--- src/rtl/fetch_pkg.sv ---
`default_nettype none
// ============================================================================
// Module      : fetch_pkg
// Description : Shared widths and FSM state encoding for the fetch unit.
// Revision    : 1.0 - initial release
// ============================================================================
package fetch_pkg;

  localparam int ADDR_W  = 15;
  localparam int INSTR_W = 16;

  typedef enum logic [1:0] {
    IDLE  = 2'd0,
    FETCH = 2'd1,
    HOLD  = 2'd2,
    DRAIN = 2'd3
  } fetch_state_e;

endpackage
`default_nettype wire

--- src/rtl/fetch_ir.sv ---
`default_nettype none
// ============================================================================
// Module      : fetch_ir
// Description : Instruction register. Holds the instruction word, its
//               address and a valid flag. Load and clear are mutually
//               exclusive from the controlling FSM; load takes priority.
// Revision    : 1.0 - initial release
// ============================================================================
module fetch_ir
  import fetch_pkg::*;
(
  input  logic               clk,
  input  logic               rst_n,
  input  logic               load,
  input  logic               clear,
  input  logic [INSTR_W-1:0] load_instr,
  input  logic [ADDR_W-1:0]  load_pc,
  output logic [INSTR_W-1:0] instr,
  output logic [ADDR_W-1:0]  instr_pc,
  output logic               instr_valid
);

  logic [INSTR_W-1:0] instr_q, instr_d;
  logic [ADDR_W-1:0]  instr_pc_q, instr_pc_d;
  logic               valid_q, valid_d;

  // Next-value: capture word and address on load, drop only the valid flag on clear.
  always_comb begin
    instr_d    = instr_q;
    instr_pc_d = instr_pc_q;
    valid_d    = valid_q;
    if (load) begin
      instr_d    = load_instr;
      instr_pc_d = load_pc;
      valid_d    = 1'b1;
    end else if (clear) begin
      valid_d    = 1'b0;
    end
  end

  // Register bank, cleared asynchronously to all-zero.
  always_ff @(posedge clk or negedge rst_n) begin
    if (!rst_n) begin
      instr_q    <= '0;
      instr_pc_q <= '0;
      valid_q    <= 1'b0;
    end else begin
      instr_q    <= instr_d;
      instr_pc_q <= instr_pc_d;
      valid_q    <= valid_d;
    end
  end

  assign instr       = instr_q;
  assign instr_pc    = instr_pc_q;
  assign instr_valid = valid_q;

endmodule
`default_nettype wire

--- src/rtl/fetch_unit.sv ---
`default_nettype none
// ============================================================================
// Module      : fetch_unit
// Description : Single-outstanding-request instruction fetcher. Reads one
//               word per request from instruction memory, presents it to
//               decode, asks the PC stage to increment on every accepted
//               word and to load on every branch redirect. Requests already
//               issued when a redirect arrives are drained and discarded.
// Revision    : 1.0 - initial release
// ============================================================================
module fetch_unit
  import fetch_pkg::*;
(
  input  logic               clk,
  input  logic               rst_n,
  input  logic [ADDR_W-1:0]  pc_addr,
  output logic               pc_inc,
  output logic               pc_load,
  output logic [ADDR_W-1:0]  pc_load_val,
  output logic               mem_req,
  output logic [ADDR_W-1:0]  mem_addr,
  input  logic               mem_ack,
  input  logic [INSTR_W-1:0] mem_rdata,
  output logic [INSTR_W-1:0] instr,
  output logic [ADDR_W-1:0]  instr_pc,
  output logic               instr_valid,
  input  logic               instr_ready,
  input  logic               branch_req,
  input  logic [ADDR_W-1:0]  branch_target
);

  fetch_state_e      state_q, state_d;
  logic              armed_q, armed_d;
  logic [ADDR_W-1:0] mem_addr_q, mem_addr_d;
  logic              ir_load;
  logic              ir_clear;
  logic              pc_inc_w;
  logic              mem_req_w;

  // Next-state and handshake decode. armed_q delays the very first IDLE->FETCH
  // by one cycle after reset release so the PC stage has settled.
  always_comb begin
    state_d    = state_q;
    mem_addr_d = mem_addr_q;
    armed_d    = 1'b1;
    ir_load    = 1'b0;
    ir_clear   = 1'b0;
    pc_inc_w   = 1'b0;
    mem_req_w  = 1'b0;
    case (state_q)
      IDLE: begin
        if (!branch_req && armed_q) begin
          state_d    = FETCH;
          mem_addr_d = pc_addr;
        end
      end
      FETCH: begin
        mem_req_w = 1'b1;
        if (branch_req) begin
          // Redirect wins: an ack in the same cycle is simply dropped.
          state_d = mem_ack ? IDLE : DRAIN;
        end else if (mem_ack) begin
          ir_load  = 1'b1;
          pc_inc_w = 1'b1;
          state_d  = HOLD;
        end
      end
      HOLD: begin
        if (branch_req) begin
          ir_clear = 1'b1;
          state_d  = IDLE;
        end else if (instr_ready) begin
          ir_clear   = 1'b1;
          state_d    = FETCH;
          mem_addr_d = pc_addr;
        end
      end
      DRAIN: begin
        // Wait out the abandoned request; its data is never loaded.
        mem_req_w = 1'b1;
        if (mem_ack) begin
          state_d = IDLE;
        end
      end
      default: begin
        state_d = IDLE;
      end
    endcase
  end

  // FSM state, start-up flag and registered memory address.
  always_ff @(posedge clk or negedge rst_n) begin
    if (!rst_n) begin
      state_q    <= IDLE;
      armed_q    <= 1'b0;
      mem_addr_q <= '0;
    end else begin
      state_q    <= state_d;
      armed_q    <= armed_d;
      mem_addr_q <= mem_addr_d;
    end
  end

  fetch_ir u_ir (
    .clk        (clk),
    .rst_n      (rst_n),
    .load       (ir_load),
    .clear      (ir_clear),
    .load_instr (mem_rdata),
    .load_pc    (mem_addr_q),
    .instr      (instr),
    .instr_pc   (instr_pc),
    .instr_valid(instr_valid)
  );

  // pc_load follows branch_req directly; gated so reset forces it low.
  assign pc_load     = branch_req & rst_n;
  assign pc_load_val = rst_n ? branch_target : '0;
  assign pc_inc      = pc_inc_w;
  assign mem_req     = mem_req_w;
  assign mem_addr    = mem_addr_q;

endmodule
`default_nettype wire

--- config.mk ---
export PLATFORM = sky130hd
export DESIGN_NAME = fetch_unit
export DESIGN_NICKNAME = d
export VERILOG_FILES = /design/src/rtl/fetch_pkg.sv /design/src/rtl/fetch_ir.sv /design/src/rtl/fetch_unit.sv
export SDC_FILE = /design/constraint.sdc
export NUM_CORES = 1
export LEC_CHECK = 0
export CAP_MARGIN = 0
export CORE_ASPECT_RATIO = 0.8
export CORE_MARGIN = 4
export CORE_UTILIZATION = 32
export DETAILED_ROUTE_END_ITERATION = 8
export PLACE_DENSITY = 0.68
export SLEW_MARGIN = 20
export SYNTH_ARGS = -nofsm -noshare
export SYNTH_HDL_FRONTEND = slang
export SYNTH_SLANG_ARGS = --single-unit
--- constraint.sdc ---
create_clock -name clk -period 3.5 [get_ports clk]
set_clock_uncertainty 0.1 [all_clocks]
set_input_delay 0.7 -clock clk [delete_from_list [all_inputs] [get_ports clk]]
set_output_delay 0.7 -clock clk [all_outputs]
set_load 0.01 [all_outputs]
==> results.json <==
{
  "outcome": "completed",
  "wire_length_after_detailed_routing_mm": 5.055,
  "syn-num-nets": 186,
  "cts-root-buf": "clkbuf_8",
  "wl_met3_um": 447,
  "path_cells": "clkdlybuf4s50_1, nor3b_2, and2_4, clkdlybuf4s50_1",
  "crit_fanout": 6,
  "pre_cts_ws_ns": 0.4653,
  "final_max_slew_viol_count": 0,
  "maxClockFrequency_ghz": 0.3296,
  "grt_setup_unrepaired": "no",
  "power_switching_mw": 0.6693,
  "number_of_clock_sinks": 50,
  "grt_pass1_vias": 1564,
  "vdd_drop_max_mv": 0.3310,
  "hold_buffers": 0,
  "finalHoldViolations": 0,
  "htree_levels": 2,
  "antenna_violations_before_repair": 0,
  "fp.coreArea_mm2": 0.006506,
  "layout_commonest_cell": "clkdlybuf4s50_1",
  "floorplan.die.height_um": 81.73,
  "cts.repair.resized": 0,
  "route.detailed.drc": 0,
  "fin_crit_ns": 3.034,
  "mostFrequentLayoutCells": "clkdlybuf4s50_1, dfrtp_1, mux2_4",
  "internal-power_mw": 1.715,
  "rows": 26,
  "number_of_instances_in_the_placed_design": 331,
  "num_vias": 1472,
  "cp.buffers_inverters": 2,
  "p_leak_nw": 1.457,
  "grt_max_degree": 32,
  "endpoint_kind": "output port",
  "io_pins": 116,
  "synth_seq_area_share_pct": 57.54,
  "finalPower_mw": 2.384,
  "die_area_mm2": 0.008186,
  "min_period_over_period_pct": 86.68,
  "final_layout_size_suffix_gt1_share_pct": 24.31,
  "yosys_warnings": 0,
  "clock_tree.buffer_depth": 2,
  "start_util_pct": 33.42,
  "relSlewSlack_pct": 48.98,
  "globalRouteOverflowTotal": 0,
  "dr_wl_met2_mm": 2.095,
  "grtUsageTotal_pct": 12.83,
  "tightest_slew_ns": 0.7629,
  "grt_pass1_wl_mm": 8.217,
  "drt-wirelength-per-cell_um": 14.91,
  "power.share.clock_pct": 14.2,
  "synth_cells": 135,
  "post-route-worst-setup-slack_ns": 0.4662,
  "via_per_inst": 4.342,
  "critical-path-top-cell-by-count": "clkdlybuf4s50_1",
  "setup_viol": 0,
  "cts_buffers": 5,
  "drt_pre_antenna_iters": 4,
  "cp_data_required_time_ns": 2.70,
  "crit_path_top_delay_cell": "clkdlybuf4s50_1",
  "netlist_area_mm2": 0.002175,
  "hpwlAfterDp_mm": 3.820,
  "drt_antenna_net_count": 0,
  "crit_path_class": "in -> out",
  "routed.top_layer": "met4",
  "seq_power_share_pct": 40.8,
  "maxCapViolations": 0,
  "drt-met1-wl_mm": 2.488,
  "die_width_um": 100.2,
  "numPortBuffers": 115,
  "pwrdens_mw_per_mm2": 689.6,
  "post_layout_nonfiller_instances": 339,
  "path_delay_family": "buffers and inverters",
  "hp-class": "in -> async",
  "routability_driven_placement_congestion_ratio": 0.7676,
  "synth-seq-cells": 50,
  "first_iter_violations": 15,
  "startpoint_type": "primary input",
  "finish.net_count": 305,
  "post_synth_num_cell_types": 17,
  "syn_avg_cell_area_um2": 16.11,
  "clk-insertion-delay-late_ns": 0.29,
  "critical_path_arrival_ns": 2.23,
  "cts_tree": "built",
  "clock_transition_time_at_the_flip_flop_clock_pins_of_the_worst_setup_and_hold_paths_ns": 0.09,
  "syn_to_final_growth_pct": 58.98,
  "n_antenna_cell": 0,
  "cts_setup_buffers": 0,
  "finalSetupTns_ns": 0,
  "comb_power_share_pct": 45.0,
  "power.switching_fraction_pct": 28.08,
  "timing.critical_path.slowest_cell_delay_ns": 0.53
}
-- synthesized netlist by cell type --
cell | n | area share, %
and2_1 | 16 | 4.6
and2_4 | 1 | 0.40
buf_12 | 3 | 2.8
buf_6 | 2 | 1.0
clkbuf_1 | 2 | 0.35
conb_1 | 1 | 0.17
dfrtp_1 | 50 | 58
mux2_2 | 17 | 8.8
mux2_4 | 29 | 20
mux2i_1 | 1 | 0.46
nand2_1 | 3 | 0.52
nor2b_1 | 2 | 0.58
nor3_1 | 1 | 0.23
nor3_4 | 1 | 0.75
nor3b_2 | 1 | 0.58
o21ai_0 | 4 | 0.92
or2_2 | 1 | 0.29
-- sequential cells by signal, indices dropped and copies added, names as in the netlist --
signal and cells:
u_ir.instr_valid 1, state_q 2, u_ir.instr 16, armed_q 1, mem_addr 15, u_ir.instr_pc 15
-- cell families after synthesis --
group	Yosys count	share of synthesized area (%)
flops	50	57.54
buf+inv	7	4.143
mux	47	29.29
simple gates	26	7.940
compound gates	4	0.9206
other cells	1	0.1724
-- routing by layer --
layer / GRT usage [%] / vias to the layer above
met3: 4.329 / 5
met1: 18.99 / 705
met2: 18.45 / 67
met5: 0 / -
met4: 2.019 / 0
li1: - / 695
-- per-stage QoR --
| step | area, µm² | util, % | hold slack, ns |
|---|---|---|---|
| 2_1_floorplan | 2175 | - | 0.3044 |
| 3_3_place_gp | 3366 | 51.73 | 0.3916 |
| 3_5_place_dp | 3366 | 51.73 | 0.3923 |
| 4_1_cts | 3457 | 53.13 | 0.2365 |
| 5_1_grt | 3457 | 53.13 | 0.2484 |
| 6_report | 3457 | 53.13 | 0.2310 |
-- power groups by stage --
| stage | combinational (mW) | sequential (mW) | clock [mW] |
|---|---|---|---|
| final | 1.07 | 0.973 | 0.338 |
| after global routing | 1.14 | 1.01 | 0.379 |
| after CTS | 1.09 | 0.977 | 0.357 |
| after detailed placement | 1.09 | 0.981 | 0 |
| after global placement | 1.08 | 0.975 | 0 |
| after floorplan | 0.361 | 1.07 | 0 |
-- final timing paths --
path / endpoint / depth (start not counted) / startpoint / slack, ns
max: pc_inc / 4 / branch_req / 0.47
min: u_ir.instr[4] / 1 / rst_n / 0.23
max reg2reg: u_ir.instr_pc[2] / 4 / state_q[1] / 1.51
min reg2reg: u_ir.instr_pc[3] / 1 / u_ir.instr_pc[3] / 0.41
max in group asynchronous: u_ir.instr_pc[8] / 2 / rst_n / 2.34
min in group clk: u_ir.instr_pc[3] / 1 / u_ir.instr_pc[3] / 0.41
-- cell type report --
class | instances | area [µm²]
timing repair buffer | 119 | 1176
fill | 603 | 3049
multi-input combinational | 78 | 833.3
tap | 84 | 105.1
clock inverter | 1 | 5.005
clock buffer | 7 | 86.33
sequential | 50 | 1251
No activity file was read; power rests on OpenSTA's default activity.
